[src/rtl/load_store_unit_pkg.sv]
`default_nettype none
// +----------------------------------------------------------------------+
// | load_store_unit_pkg : shared types, funct3 codes and LSU FSM states  |
// | Revision 1.0                                                         |
// +----------------------------------------------------------------------+
package load_store_unit_pkg;

    typedef logic [31:0] addr_t;
    typedef logic [31:0] data_t;

    localparam logic [2:0] F3_B  = 3'b000;
    localparam logic [2:0] F3_H  = 3'b001;
    localparam logic [2:0] F3_W  = 3'b010;
    localparam logic [2:0] F3_BU = 3'b100;
    localparam logic [2:0] F3_HU = 3'b101;

    typedef enum logic [1:0] {
        S_IDLE   = 2'd0,
        S_ACCESS = 2'd1,
        S_WAIT   = 2'd2,
        S_RESP   = 2'd3
    } lsu_state_t;

endpackage
`default_nettype wire

[src/rtl/load_store_unit_if.sv]
`default_nettype none
// +----------------------------------------------------------------------+
// | load_store_unit_if : request/response and data-memory signals        |
// | Revision 1.0                                                         |
// +----------------------------------------------------------------------+
interface load_store_unit_if;
    import load_store_unit_pkg::*;

    logic        req_valid;
    logic        req_ready;
    logic        req_store;
    logic [2:0]  req_funct3;
    addr_t       req_address;
    data_t       req_store_data;
    logic        resp_valid;
    logic        resp_ready;
    data_t       resp_data;
    logic        resp_misaligned;
    logic        resp_illegal;
    addr_t       mem_address;
    data_t       mem_write_data;
    logic [3:0]  mem_write_enable;
    data_t       mem_read_data;

    // slave is the LSU; master is the core plus data memory around it
    modport slave (
        input  req_valid, req_store, req_funct3, req_address, req_store_data,
        input  resp_ready, mem_read_data,
        output req_ready, resp_valid, resp_data, resp_misaligned, resp_illegal,
        output mem_address, mem_write_data, mem_write_enable
    );

    modport master (
        output req_valid, req_store, req_funct3, req_address, req_store_data,
        output resp_ready, mem_read_data,
        input  req_ready, resp_valid, resp_data, resp_misaligned, resp_illegal,
        input  mem_address, mem_write_data, mem_write_enable
    );

endinterface
`default_nettype wire

[src/rtl/load_store_unit_align.sv]
`default_nettype none
// +----------------------------------------------------------------------+
// | lsu_align : byte enables, store replication, load extension, faults  |
// | Revision 1.0                                                         |
// +----------------------------------------------------------------------+
module lsu_align
    import load_store_unit_pkg::*;
(
    input  logic [2:0] i_funct3,
    input  logic [1:0] i_addr_lo,
    input  logic       i_is_store,
    input  data_t      i_store_data,
    input  data_t      i_read_word,
    output logic [3:0] o_byte_en,
    output data_t      o_write_data,
    output data_t      o_load_data,
    output logic       o_misaligned,
    output logic       o_illegal
);

    data_t w_shifted;

    always_comb begin
        w_shifted    = i_read_word >> {i_addr_lo, 3'b000};
        o_byte_en    = 4'b0000;
        o_write_data = i_store_data;
        o_load_data  = '0;
        o_misaligned = 1'b0;

        case (i_funct3)
            F3_B, F3_H, F3_W: o_illegal = 1'b0;
            F3_BU, F3_HU:     o_illegal = i_is_store;
            default:          o_illegal = 1'b1;
        endcase

        // funct3[1:0] encodes the access size for every legal code
        case (i_funct3[1:0])
            2'b00: begin
                o_byte_en    = 4'b0001 << i_addr_lo;
                o_write_data = {4{i_store_data[7:0]}};
            end
            2'b01: begin
                o_byte_en    = 4'b0011 << i_addr_lo;
                o_write_data = {2{i_store_data[15:0]}};
                o_misaligned = i_addr_lo[0];
            end
            2'b10: begin
                o_byte_en    = 4'b1111;
                o_misaligned = (i_addr_lo != 2'b00);
            end
            default: ;
        endcase

        if (o_illegal) begin
            o_misaligned = 1'b0;
        end

        case (i_funct3)
            F3_B:    o_load_data = {{24{w_shifted[7]}}, w_shifted[7:0]};
            F3_H:    o_load_data = {{16{w_shifted[15]}}, w_shifted[15:0]};
            F3_W:    o_load_data = w_shifted;
            F3_BU:   o_load_data = {24'd0, w_shifted[7:0]};
            F3_HU:   o_load_data = {16'd0, w_shifted[15:0]};
            default: o_load_data = '0;
        endcase
    end

endmodule
`default_nettype wire

[src/rtl/load_store_unit.sv]
`default_nettype none
// +----------------------------------------------------------------------+
// | load_store_unit : sequences loads/stores against a registered memory |
// | Revision 1.0                                                         |
// +----------------------------------------------------------------------+
module load_store_unit
    import load_store_unit_pkg::*;
(
    input  logic clk,
    input  logic reset_n,
    load_store_unit_if.slave bus
);

    lsu_state_t state_q, state_d;
    logic       req_ready_q, req_ready_d;
    logic       resp_valid_q, resp_valid_d;
    data_t      resp_data_q, resp_data_d;
    logic       misaligned_q, misaligned_d;
    logic       illegal_q, illegal_d;
    addr_t      mem_address_q, mem_address_d;
    data_t      mem_write_data_q, mem_write_data_d;
    logic [3:0] mem_we_q, mem_we_d;
    logic       store_q, store_d;
    logic [2:0] funct3_q, funct3_d;
    logic [1:0] addr_lo_q, addr_lo_d;

    logic [2:0] w_funct3;
    logic [1:0] w_addr_lo;
    logic       w_is_store;
    logic [3:0] w_byte_en;
    data_t      w_write_data;
    data_t      w_load_data;
    logic       w_misaligned;
    logic       w_illegal;

    // IDLE decodes the incoming request; later states reuse the latched copy
    assign w_funct3   = (state_q == S_IDLE) ? bus.req_funct3       : funct3_q;
    assign w_addr_lo  = (state_q == S_IDLE) ? bus.req_address[1:0] : addr_lo_q;
    assign w_is_store = (state_q == S_IDLE) ? bus.req_store        : store_q;

    lsu_align u_align (
        .i_funct3     (w_funct3),
        .i_addr_lo    (w_addr_lo),
        .i_is_store   (w_is_store),
        .i_store_data (bus.req_store_data),
        .i_read_word  (bus.mem_read_data),
        .o_byte_en    (w_byte_en),
        .o_write_data (w_write_data),
        .o_load_data  (w_load_data),
        .o_misaligned (w_misaligned),
        .o_illegal    (w_illegal)
    );

    always_comb begin
        state_d          = state_q;
        req_ready_d      = req_ready_q;
        resp_valid_d     = resp_valid_q;
        resp_data_d      = resp_data_q;
        misaligned_d     = misaligned_q;
        illegal_d        = illegal_q;
        mem_address_d    = mem_address_q;
        mem_write_data_d = mem_write_data_q;
        mem_we_d         = mem_we_q;
        store_d          = store_q;
        funct3_d         = funct3_q;
        addr_lo_d        = addr_lo_q;

        case (state_q)
            S_IDLE: begin
                if (bus.req_valid) begin
                    store_d      = bus.req_store;
                    funct3_d     = bus.req_funct3;
                    addr_lo_d    = bus.req_address[1:0];
                    req_ready_d  = 1'b0;
                    resp_data_d  = '0;
                    misaligned_d = w_misaligned;
                    illegal_d    = w_illegal;
                    if (w_misaligned || w_illegal) begin
                        resp_valid_d = 1'b1;
                        state_d      = S_RESP;
                    end else begin
                        mem_address_d = {bus.req_address[31:2], 2'b00};
                        state_d       = S_ACCESS;
                        if (bus.req_store) begin
                            mem_we_d         = w_byte_en;
                            mem_write_data_d = w_write_data;
                        end
                    end
                end
            end
            S_ACCESS: begin
                mem_we_d = 4'b0000;
                if (store_q) begin
                    resp_valid_d = 1'b1;
                    state_d      = S_RESP;
                end else begin
                    state_d = S_WAIT;
                end
            end
            S_WAIT: begin
                resp_data_d  = w_load_data;
                resp_valid_d = 1'b1;
                state_d      = S_RESP;
            end
            S_RESP: begin
                if (bus.resp_ready) begin
                    resp_valid_d = 1'b0;
                    req_ready_d  = 1'b1;
                    state_d      = S_IDLE;
                end
            end
            default: state_d = S_IDLE;
        endcase
    end

    always_ff @(posedge clk or negedge reset_n) begin
        if (!reset_n) begin
            state_q          <= S_IDLE;
            req_ready_q      <= 1'b1;
            resp_valid_q     <= 1'b0;
            resp_data_q      <= '0;
            misaligned_q     <= 1'b0;
            illegal_q        <= 1'b0;
            mem_address_q    <= '0;
            mem_write_data_q <= '0;
            mem_we_q         <= 4'b0000;
            store_q          <= 1'b0;
            funct3_q         <= 3'b000;
            addr_lo_q        <= 2'b00;
        end else begin
            state_q          <= state_d;
            req_ready_q      <= req_ready_d;
            resp_valid_q     <= resp_valid_d;
            resp_data_q      <= resp_data_d;
            misaligned_q     <= misaligned_d;
            illegal_q        <= illegal_d;
            mem_address_q    <= mem_address_d;
            mem_write_data_q <= mem_write_data_d;
            mem_we_q         <= mem_we_d;
            store_q          <= store_d;
            funct3_q         <= funct3_d;
            addr_lo_q        <= addr_lo_d;
        end
    end

    assign bus.req_ready        = req_ready_q;
    assign bus.resp_valid       = resp_valid_q;
    assign bus.resp_data        = resp_data_q;
    assign bus.resp_misaligned  = misaligned_q;
    assign bus.resp_illegal     = illegal_q;
    assign bus.mem_address      = mem_address_q;
    assign bus.mem_write_data   = mem_write_data_q;
    assign bus.mem_write_enable = mem_we_q;

endmodule
`default_nettype wire

[src/flat_wrapper.sv]
// flat-port wrapper written by rule: the top's interface ports become plain ports
module load_store_unit_flat import load_store_unit_pkg::*;
  (clk, reset_n, bus_req_valid, bus_req_store, bus_req_funct3, bus_req_address, bus_req_store_data, bus_resp_ready, bus_mem_read_data, bus_req_ready, bus_resp_valid, bus_resp_data, bus_resp_misaligned, bus_resp_illegal, bus_mem_address, bus_mem_write_data, bus_mem_write_enable);
  load_store_unit_if bus_i ();
  input  logic clk;
  input  logic reset_n;
  input wire logic [$bits(bus_i.req_valid)-1:0] bus_req_valid;
  input wire logic [$bits(bus_i.req_store)-1:0] bus_req_store;
  input wire logic [$bits(bus_i.req_funct3)-1:0] bus_req_funct3;
  input wire logic [$bits(bus_i.req_address)-1:0] bus_req_address;
  input wire logic [$bits(bus_i.req_store_data)-1:0] bus_req_store_data;
  input wire logic [$bits(bus_i.resp_ready)-1:0] bus_resp_ready;
  input wire logic [$bits(bus_i.mem_read_data)-1:0] bus_mem_read_data;
  output wire logic [$bits(bus_i.req_ready)-1:0] bus_req_ready;
  output wire logic [$bits(bus_i.resp_valid)-1:0] bus_resp_valid;
  output wire logic [$bits(bus_i.resp_data)-1:0] bus_resp_data;
  output wire logic [$bits(bus_i.resp_misaligned)-1:0] bus_resp_misaligned;
  output wire logic [$bits(bus_i.resp_illegal)-1:0] bus_resp_illegal;
  output wire logic [$bits(bus_i.mem_address)-1:0] bus_mem_address;
  output wire logic [$bits(bus_i.mem_write_data)-1:0] bus_mem_write_data;
  output wire logic [$bits(bus_i.mem_write_enable)-1:0] bus_mem_write_enable;
  assign bus_i.req_valid = bus_req_valid;
  assign bus_i.req_store = bus_req_store;
  assign bus_i.req_funct3 = bus_req_funct3;
  assign bus_i.req_address = bus_req_address;
  assign bus_i.req_store_data = bus_req_store_data;
  assign bus_i.resp_ready = bus_resp_ready;
  assign bus_i.mem_read_data = bus_mem_read_data;
  assign bus_req_ready = bus_i.req_ready;
  assign bus_resp_valid = bus_i.resp_valid;
  assign bus_resp_data = bus_i.resp_data;
  assign bus_resp_misaligned = bus_i.resp_misaligned;
  assign bus_resp_illegal = bus_i.resp_illegal;
  assign bus_mem_address = bus_i.mem_address;
  assign bus_mem_write_data = bus_i.mem_write_data;
  assign bus_mem_write_enable = bus_i.mem_write_enable;
  load_store_unit u_core (.clk(clk), .reset_n(reset_n), .bus(bus_i));
endmodule
[config.mk]
export PLATFORM = sky130hd
export DESIGN_NAME = load_store_unit_flat
export DESIGN_NICKNAME = d
export VERILOG_FILES = /design/src/rtl/load_store_unit_pkg.sv /design/src/rtl/load_store_unit_if.sv /design/src/rtl/load_store_unit_align.sv /design/src/rtl/load_store_unit.sv /design/src/flat_wrapper.sv
export SDC_FILE = /design/constraint.sdc
export NUM_CORES = 1
export LEC_CHECK = 0
export BUFFER_PORTS_ARGS = -buffer_cell sky130_fd_sc_hd__clkbuf_2
export CORE_AREA = 2 2 117 119
export CTS_BUF_LIST = sky130_fd_sc_hd__clkbuf_2
export CTS_CLUSTER_SIZE = 14
export DETAILED_ROUTE_END_ITERATION = 12
export DIE_AREA = 0 0 119 121
export PLACE_DENSITY = 0.75
export SETUP_SLACK_MARGIN = 0.1
export SYNTH_ARGS = -nofsm -noshare
export SYNTH_HDL_FRONTEND = slang
export SYNTH_HIERARCHICAL = 1
export SYNTH_SLANG_ARGS = --single-unit
[constraint.sdc]
create_clock -name clk -period 4.65 [get_ports clk]
set_input_delay 0.2325 -clock clk [delete_from_list [all_inputs] [get_ports clk]]
set_output_delay 0.2325 -clock clk [all_outputs]
set_load 0.1 [all_outputs]
=== Yosys cells after proc, flatten, opt, wreduce, memory -nomap -nowiden ===
Index checks and enable logic that the tools add are counted.

* Flip-flop bits (word level): 110
* Bits in latches: 0
* Bits in writable memories: 0
* ROM bits: 0
* Input port bits: 104
* Output and inout bits: 104
* Word-level logic and storage cells: 77
* Memories: 0

* Add/sub/neg operators: 0
* $mul: 0
* Div/mod/pow operators: 0
* Magnitude comparators: 0
* Equality and inequality tests: 15
* Shift-type cells: 3
* Mux-type cells: 28
* Bitwise operators: 1
* Reductions and logical operators: 18

{| class="wikitable"
|+ Operators by type and width
! cell !! number
|-
| 32-bit one-hot mux with 5 select lines || 1
|-
| 32-bit one-hot mux with 2 select lines || 2
|-
| 32-bit two-way mux || 1
|-
| 32-bit by 5-bit right shift with 32-bit output || 1
|-
| 4-bit two-way mux || 3
|-
| 4-bit one-hot mux with 3 select lines || 1
|-
| 4-bit AND reduction || 3
|-
| 2-bit != test (second input constant) || 5
|-
| 1-bit two-way mux || 9
|-
| 2-bit two-way mux || 4
|-
| 2-bit one-hot mux with 4 select lines || 1
|-
| 4-bit one-hot mux with 2 select lines || 1
|-
| 2-bit nonzero test || 4
|-
| 2-bit equality test (second input constant) || 3
|-
| 3-bit equality test (second input constant) || 2
|-
| 1-bit one-hot mux with 2 select lines || 3
|-
| 2-bit AND reduction || 3
|-
| 3-bit AND reduction || 2
|-
| 2-bit by 1-bit equality test with 1-bit output (second input constant) || 2
|-
| 2-bit zero test || 2
|-
| 1-bit one-hot mux with 4 select lines || 1
|-
| 1-bit by 2-bit << shifter with 4-bit output (first input constant) || 1
|-
| 2-bit by 2-bit << shifter with 4-bit output (first input constant) || 1
|-
| 3-bit by 1-bit equality test with 1-bit output (second input constant) || 1
|-
| 8 further kinds || 8
|}

=== Depth between registers and ports, before layout ===
Gate-level depths: netlist of the first run.

* Depth in word-level cells: 10
* Gate-level depth with buffers: 14

=== Hierarchy ===
Netlist of the first run, hierarchy kept.

{| class="wikitable"
|+ By module, submodules not included
! module !! instances !! cells an instance !! area each (sq um)
|-
| load_store_unit || 1 || 280 || 4446.8
|-
| lsu_align || 1 || 188 || 1358.8
|}

=== Worst setup path before layout of the first run ===
Ideal clock, no wire load.

* Kind: reg-to-reg
* From: register u_core.state_q[0]
* To: register u_core.mem_write_data_q[0], in the netlist u_core/bus.mem_write_data[0]
* Data arrival time: 3282 ps
* Data required time: 4525 ps
* Setup slack: 1243 ps
* Cell stages (with the launch flop): 13
* Buffers on the path: 3
* Clock period less this slack: 3407 ps
* Path through: dfrtp_1 -> inv_1 -> ha_1 -> buf_1 -> mux2_2 -> ha_1 -> buf_2 -> nor3_2 -> and4b_1 -> and4bb_2 -> nand2_2 -> buf_6 -> mux2_4

* Word-level cells in the longest chain between the ends: 9
* Elaborated cells between the ends (all ways): 20

{| class="wikitable"
|+ RTL lines
! item !! RTL line !! source
|-
| from (decl) || load_store_unit.sv:14 || <nowiki>lsu_state_t state_q, state_d;</nowiki>
|-
| from (signal assigned) || load_store_unit.sv:131 || <nowiki>state_q <= state_d;</nowiki>
|-
| 2-bit zero test * || load_store_unit.sv:37 || <nowiki>assign w_funct3 = (state_q == S_IDLE) ? bus.req_funct3 : funct3_q;</nowiki>
|-
| 3-bit two-way mux * || load_store_unit.sv:37 ||
|-
| named net u_core.w_funct3[0] || load_store_unit.sv:27 || <nowiki>logic [2:0] w_funct3;</nowiki>
|-
| 3-bit by 2-bit equality test with 1-bit output, or another cell as far along || load_store_unit_align.sv:30 || <nowiki>case (i_funct3)</nowiki>
|-
| 3-bit OR reduction or 2-bit OR reduction (tied branches) || load_store_unit_align.sv:30 ||
|-
| 1-bit one-hot mux with 2 select lines || load_store_unit_align.sv:30 ||
|-
| 1-bit two-way mux * || load_store_unit_align.sv:54 || <nowiki>if (o_illegal) begin</nowiki>
|-
| named net u_core.w_misaligned || load_store_unit.sv:33 || <nowiki>logic w_misaligned;</nowiki>
|-
| 1-bit logical OR * || load_store_unit.sv:78 || <nowiki>if (w_misaligned || w_illegal) begin</nowiki>
|-
| 1-bit NOT (no line) * || -- ||
|-
| 4-bit AND reduction (no line) * || -- ||
|-
| to (signal assigned) || load_store_unit.sv:138 || <nowiki>mem_write_data_q <= mem_write_data_d;</nowiki>
|-
| to (decl) || load_store_unit.sv:21 || <nowiki>data_t mem_write_data_q, mem_write_data_d;</nowiki>
|}

Mark *: on every way through the listed nets, which the timed path passes. The rest lies on a longest branch.
A chain may end at the register's enable or synchronous reset.

=== Worst setup path after layout of the first run ===
* From: register u_core.state_q[0]
* To: register u_core.mem_write_data_q[11], in the netlist u_core/bus.mem_write_data[11]

Same word-level chain as after synthesis.

==> metrics.yaml, run 1 <==
endpoint_kind: "flop"
dieArea_um2: 14400
start_util_pct: 44.4
yosysTopAreaCell: "dfrtp_1"
holdCritPathClass: "in2reg"
row_count: 42
drt_iter0_markers: 210
finalMaxSlewViolations: 0
place_hpwl_um: 11500
post_synth_num_cell_types: 46
cpLargestDelayFamily: "simple AND/OR/NAND/NOR gates"
clockRootBuffer: "clkbuf_2"
ys_ff_latch: 110
rsz0062_at_grt: "false"
clkSinkCount: 110
crit_required_ps: 5180
max_freq_mhz: 247
post_cts_buffers: 0
overflow: 0
die_x_um: 119
grt.total_usage_pct: 23.2
wirelength_um: 16900
tightest_slew_ps: 862
yosysTopAreaCellShare_pct: 47.0
synth_most_common_cell: "dfrtp_1"
setup_viol: 0
clockBufferDepth: 2
finalHoldViolations: 0
critPathMaxFanout: 18
cap_violations: 0
wl_per_cell_um: 18.4
io_buffer_count: 205
drive_gt1_share_pct: 46.4
cp-start-kind: "flop"
slew_headroom_pct: 42.5
finalCriticalPeriod_ps: 4050
synth_cells: 468
gp_congestion: 0.866
via_per_inst: 5.38
max_stage_delay_ps: 500
netlist_top_cells_count: "109 x dfrtp_1, 70 x mux2_2, 40 x a22o_1, 38 x nand2_1, 30 x mux2_4"
clock_skew_ps: 36.1
synth.cell_area_um2: 5810
grt_pass1_wl_um: 26400
yosys_warnings: 6
synth-seq-area-share_pct: 47.4
synth_flop_cell: "dfrtp_1"
diodes: 0
clk_latency_ps: 620
die_h_um: 121
vias: 4932
async_flop_share_pct: 100
numCtsBuffers: 9
utilization_pct: 59.7
ys_top_cells_by_area: "dfrtp_1 47%, mux2_2 14%, mux2_4 7.8%"
first_pass_iters: 4
grt_pass1_vias: 5155
ios: 208
syn_area_per_cell_um2: 12.4
arrival_ps: 4580
antenna_found_initial: 0
grt_start_max_net_pins: 65
synth_edf_count: 0
cpMaxStageDelayCell: "ha_1"
period_share_pct: 87.1
tns_ps: 0
drc: 0
core_area_um2: 13100
ant_nets: 0
status: "complete, no violations"
htree_levels: 3
cts_tree: "built"
final_nets: 849
path_cells: "inv_1 > ha_1 > mux2_2 > inv_1 > ha_1 > nor2b_1 > nor3_2 > buf_4 > and4b_1 > and4bb_2 > nand2_2 > buf_4 > mux2_4"
cts.reportedPaths.clkPinSlew_ps: 270
criticalPathCategory: "reg2reg"
filler_cell_count: 1059
critical_path_buf_inv_count: 4
syn_to_final_growth_pct: 34.6
## routing by layer
layer / vias up / track usage (%) / part of all wire [%]
li1: 2244 / - / -
met3: 40 / 3.85 / 5.7
met1: 2434 / 28.3 / 40
met2: 214 / 40.7 / 51
met5: - / 0 / 0
met4: 0 / 10.1 / 3.2
## registers in the layout, summed over array words and instances (netlist names), 2 cells and up
signal,count
u_core/bus.mem_write_enable,4
u_core/addr_lo_q,2
u_core/bus.mem_address,30
u_core/state_q,2
u_core/bus.mem_write_data,32
u_core/funct3_q,3
u_core/bus.resp_data,32
## worst min-delay path, stage by stage
cell	delay (ps)
clkbuf_2	120
nand2_1	60
o211ai_1	80
a22o_1	140
## layout make-up
cell class	instances	area, um2	share of cell area [%]
inverters	6	22.5	0.288
clock inverters	6	67.6	0.865
repair buffers	299	1940	24.9
multi-input cells	310	2760	35.3
well taps	176	220	2.82
flip-flops and latches	110	2750	35.2
clock buffers	10	50.0	0.641
## worst paths after layout
| check | startpoint | endpoint | slack (ps) | cells past startpoint |
|---|---|---|---|---|
| setup reg to reg | u_core/state_q[0] | u_core/bus.mem_write_data[11] | 600 | 13 |
| hold reg to reg | u_core/bus.resp_data[20] | u_core/bus.resp_data[20] | 540 | 1 |
| hold / removal | bus_mem_read_data[31] | u_core/bus.resp_data[31] | 50 | 4 |
| min in group asynchronous | reset_n | u_core/funct3_q[1] | 220 | 2 |
| max in group asynchronous | reset_n | u_core/bus.mem_write_data[12] | 3320 | 3 |
| setup / recovery | u_core/state_q[0] | u_core/bus.mem_write_data[11] | 600 | 13 |
## cells by family after synthesis
| group | after synthesis | share of synthesized area (%) |
|---|---|---|
| other | 1 | 0.0646 |
| AOI/OAI and AO/OA | 108 | 14.5 |
| adders and majority gates | 9 | 1.94 |
| buffers and inverters | 49 | 5.28 |
| DFF | 110 | 47.4 |
| muxes | 115 | 23.9 |
| and+or+nand+nor | 76 | 6.90 |
## repair_timing
item	4_1_cts	5_1_grt
gates resized for setup	0	0
endpoints found under the hold margin	139	0
hold buffers	84	0
## stage by stage
| step | cell area, um2 | setup WS [ps] | hold WS [ps] | cells |
|---|---|---|---|---|
| after global placement | 6860 | 819 | 364 | 817 |
| after global routing | 7810 | 416 | 50.5 | 917 |
| after floorplan | 5810 | 1240 | -63.1 | 469 |
| final | 7810 | 601 | 51.7 | 917 |
| after CTS | 7810 | 629 | 1.26 | 917 |
| after detailed placement | 6860 | 655 | 385 | 817 |
## cell usage in the layout, fill, tap and decap left out, types with 6 or more instances in the layout
cell type / n
a211oi_1: 8
a22o_1: 40
a22oi_1: 15
buf_4: 11
clkbuf_2: 214
dfrtp_1: 109
dlygate4sd3_1: 84
ha_1: 9
inv_1: 6
mux2_2: 70
mux2_4: 30
mux2i_1: 14
nand2_1: 38
nand2b_1: 9
nor2_1: 11
o211ai_1: 16
o21ai_0: 16
Power of run 1 is left out: the tool's default activity adds up to more than one toggle a clock period on the data nets, which glitch-free logic cannot reach.
==> inputs of run 2 (changes only) <==
==> constraint.sdc (replaced) <==
create_clock -name clk -period 4.65 [get_ports clk]
set_input_delay 0.6975 -clock clk [delete_from_list [all_inputs] [get_ports clk]]
set_output_delay 0.6975 -clock clk [all_outputs]
set_load 0.1 [all_outputs]
==> run 2 against run 1 <==
Effect of this change:
- global-route usage shrank 1.7 points
- critical endpoint is now u_core/bus.mem_write_data[3]
- setup slack lost 42 ps
- cell count shrank 8.9%
- register-to-register slack lost 40 ps
- via count shrank 7.7%
- hold slack gained 240 ps
==> metrics.yaml, run 2 (synthesized netlist as in run 1, its figures left out) <==
post_cts_buffers: 0
grt.total_usage_pct: 21.5
clkSinkCount: 110
reg2reg_to: "u_core/bus.mem_write_data[3]"
diodes: 0
setup_viol: 0
r2r_setup_slack_ps: 560
numCtsBuffers: 9
drc: 0
use_met1_pct: 26.9
cap_violations: 0
die_h_um: 121
place_hpwl_um: 11600
cts.hold.buffers_added: 1
crit_required_ps: 5180
antenna_found_initial: 0
reg2reg_depth: 13
cts.reportedPaths.clkPinSlew_ps: 300
dpl_cell_area_um2: 6860
first_pass_iters: 5
ios: 208
wirelength_um: 15300
overflow: 0
crit_end: "u_core/bus.mem_write_data[3]"
final_nets: 767
arrival_ps: 4630
finalHoldViolations: 0
critPathMaxFanout: 18
die_x_um: 119
layout_commonest_cell: "clkbuf_2"
r2r_start: "u_core/state_q[0]"
finish.instance_area_um2: 6960
cpMaxStageDelayCell: "ha_1"
syn_to_final_growth_pct: 19.9
htree_levels: 3
wl_per_cell_um: 18.3
io_buffer_count: 205
grt_pass1_vias: 4673
slew_headroom_pct: 49.6
finalMaxSlewViolations: 0
tightest_slew_ps: 754
grt_start_max_net_pins: 48
vias: 4552
core_area_um2: 13100
grt_pass1_wl_um: 24400
use_met3_pct: 6.11
rsz0062_at_grt: "false"
row_count: 42
tns_ps: 0
final_cell_mix: "215 x clkbuf_2, 109 x dfrtp_1, 70 x mux2_2"
drive_gt1_share_pct: 52.2
cp-start-kind: "flop"
clock_skew_ps: 27.6
endpoint_kind: "flop"
dieArea_um2: 14400
status: "complete, no violations"
clockRootBuffer: "clkbuf_2"
holdCritPathClass: "in2reg"
finalCriticalPeriod_ps: 4090
criticalPathCategory: "reg2reg"
max_freq_mhz: 244
period_share_pct: 88.0
crit_path_start: "u_core/state_q[0]"
clockBufferDepth: 2
path_cells: "inv_1 > ha_1 > mux2_2 > inv_1 > ha_1 > nor2b_1 > nor3_2 > buf_4 > and4b_1 > and4bb_2 > nand2_2 > buf_4 > mux2_4"
gp_congestion: 0.868
cts.repair.resized: 0
max_stage_delay_ps: 510
start_util_pct: 44.4
drt_iter0_markers: 385
via_per_inst: 5.45
cts_tree: "built"
use_met2_pct: 36.2
grt.busiest_layer: "met2"
ant_nets: 0
clk_latency_ps: 620
[run 2: cell types whose count changed in the layout (fill, tap and decap cells not counted), sizes merged]
cell         before  now
bufinv            1    0
inv               8    7
clkinvlp          2    3
clkbuf          214  215
dlygate4sd3      84    1
buf              11   12
[run 2: critical path: cells and delay by family (launching register included)]
| family | cells | cell delay (ps) |
|---|---|---|
| flip-flops | 1 | 490 |
| AND/OR/NAND/NOR | 5 | 1310 |
| adder cells (fa/ha/maj) | 2 | 710 |
| buffers and inverters | 4 | 760 |
| multiplexers | 2 | 740 |
[run 2: area by class of cell]
type                            instances  area, um2
Tap cell                              176        220
Fill cell                            1164       6120
Timing Repair Buffer                  217       1120
Sequential cell                       110       2750
Multi-Input combinational cell        310       2760
Inverter                                6       22.5
Clock buffer                           11       55.1
Clock inverter                          5       35.0
[run 2: how the worst min path moves through the flow]
stage               slack, ps                   endpoint  cells past startpoint                startpoint
detailed placement        480   u_core/bus.resp_data[11]                      1  u_core/bus.resp_data[11]
floorplan                 400        u_core/addr_lo_q[0]                      0                   reset_n
CTS                       220  u_core/bus.mem_address[8]                      2        bus_req_address[8]
global placement          490        u_core/addr_lo_q[0]                      1       u_core/addr_lo_q[0]
finish                    290       u_core/bus.req_ready                      3            bus_resp_ready
global route              180  u_core/bus.mem_address[8]                      2        bus_req_address[8]
[run 2: metal layers]
metal	vias up	wire [um]
met5	-	0
met4	0	288
met3	21	1100
met2	198	7690
met1	2260	6200
li1	2073	-
[run 2: metrics by stage]
step / setup slack, ps / util [%] / hold slack (ps) / std cells
after global routing: 361 / 53.2 / 185 / 835
after detailed placement: 646 / 52.4 / 484 / 818
after CTS: 621 / 53.2 / 217 / 835
after global placement: 823 / 52.4 / 487 / 818
final: 559 / 53.2 / 288 / 835
after floorplan: 1240 / - / 402 / 469
Power of run 2 is left out for the same reason.
==> inputs of run 3 (changes only) <==
clock period = 4.5 ns   (was 4.65 ns; I/O delays follow)
==> run 3 against run 2 <==
Effect of this change:
- register-to-register slack worse by 40 ps
- cell count stayed put
- critical path depth unchanged
- setup slack worse by 35 ps
- routed wire length is 2.1% lower
- count of clock-buffer cells in the layout is 1 lower
- first-iteration DRC count shrank 42%
- clock skew shrank 6.9 ps
- non-clock buffer count is the same
- core utilization about the same
- die area unchanged
- critical endpoint is now u_core/bus.mem_write_data[11]
==> metrics.yaml, run 3 (synthesized netlist as in run 1, its figures left out) <==
syn_to_final_growth_pct: 19.9
setup_viol: 0
final_cells: 835
via_per_inst: 5.40
layout_commonest_cell: "clkbuf_2"
clk_latency_ps: 620
r2r_start: "u_core/state_q[0]"
arrival_ps: 4510
cts.repair.resized: 0
status: "complete, no violations"
holdCritPathClass: "in2reg"
critPathMaxFanout: 15
drc: 0
crit_required_ps: 5030
post_cts_buffers: 0
cts.reportedPaths.clkPinSlew_ps: 290
max_freq_mhz: 251
ant_nets: 0
start_util_pct: 44.4
finalHoldViolations: 0
cap_violations: 0
period_share_pct: 88.4
criticalPathCategory: "reg2reg"
slew_headroom_pct: 44.7
ios: 208
final_cell_mix: "214 x clkbuf_2, 109 x dfrtp_1, 70 x mux2_2"
gp_congestion: 0.872
cp-start-kind: "flop"
utilization_pct: 53.2
clockRootBuffer: "clkbuf_2"
hp-start: "bus_req_address[2]"
wl_per_cell_um: 17.9
tns_ps: 0
numCtsBuffers: 9
overflow: 0
tightest_slew_ps: 828
dieArea_um2: 14400
filler_cell_count: 1160
clkSinkCount: 110
final_nets: 767
first_pass_iters: 4
row_count: 42
cts_tree: "built"
rsz0062_at_grt: "false"
diodes: 0
grt_pass1_vias: 4628
endpoint_kind: "flop"
finalCriticalPeriod_ps: 3980
placedCellCount: 818
die_h_um: 121
io_buffer_count: 205
crit_path_start: "u_core/state_q[0]"
clock_skew_ps: 20.7
htree_levels: 3
vias: 4510
place_hpwl_um: 11400
drt_iter0_markers: 225
whs_ps: 249
clockBufferDepth: 2
wirelength_um: 15000
core_area_um2: 13100
drive_gt1_share_pct: 52.2
grt_start_max_net_pins: 48
grt.total_usage_pct: 21.0
finalMaxSlewViolations: 0
antenna_found_initial: 0
die_x_um: 119
grt_pass1_wl_um: 23900
-- run 3: worst max-delay path, stage by stage, from the launching register on --
cell and delay [ps]:
dfrtp_1 480, inv_1 160, ha_1 490, mux2_2 410
inv_1 110, ha_1 210, nor2b_1 230, nor3_2 50
buf_4 170, and4b_1 310, and4bb_2 270, nand2_2 370
buf_4 320, mux2_4 320
-- run 3: path summary, 6_finish.rpt --
| check | end | slack, ps | cells past startpoint |
|---|---|---|---|
| max in group asynchronous | u_core/bus.mem_write_data[6] | 3080 | 3 |
| worst max register to register | u_core/bus.mem_write_data[11] | 520 | 13 |
| worst max-delay path | u_core/bus.mem_write_data[11] | 520 | 13 |
| worst min-delay path | u_core/bus.mem_address[2] | 250 | 2 |
| min in group asynchronous | u_core/addr_lo_q[1] | 480 | 2 |
| worst min register to register | u_core/bus.resp_data[20] | 540 | 1 |
-- run 3: routing by layer --
metal | track usage, % | up-vias | share of wire [%]
li1 | - | 2082 | -
met1 | 26.9 | 2209 | 42
met2 | 34.7 | 188 | 49
met3 | 4.18 | 31 | 6.6
met4 | 9.15 | 0 | 2.8
met5 | 0 | - | 0
-- run 3: through the flow --
step           setup slack, ps  cell area [um2]
2_1_floorplan             1090             5810
3_3_place_gp               712             6860
3_5_place_dp               564             6860
4_1_cts                    531             6960
5_1_grt                    292             6960
6_report                   523             6960
-- run 3: final cells by class --
class                      instances  area [um2]  share of cell area [%]
inverter                           6        22.5                   0.324
multi-input combinational        310        2760                    39.6
tap                              176         220                    3.16
timing repair buffer             217        1120                    16.1
clock buffer                      10        50.0                   0.719
clock inverter                     6        36.3                   0.521
sequential                       110        2750                    39.6
-- run 3: repair_timing --
item	CTS	global route
endpoints found under the hold margin	28	0
hold buffers	1	0
setup endpoints to repair	0	0
Power of run 3 is left out for the same reason.
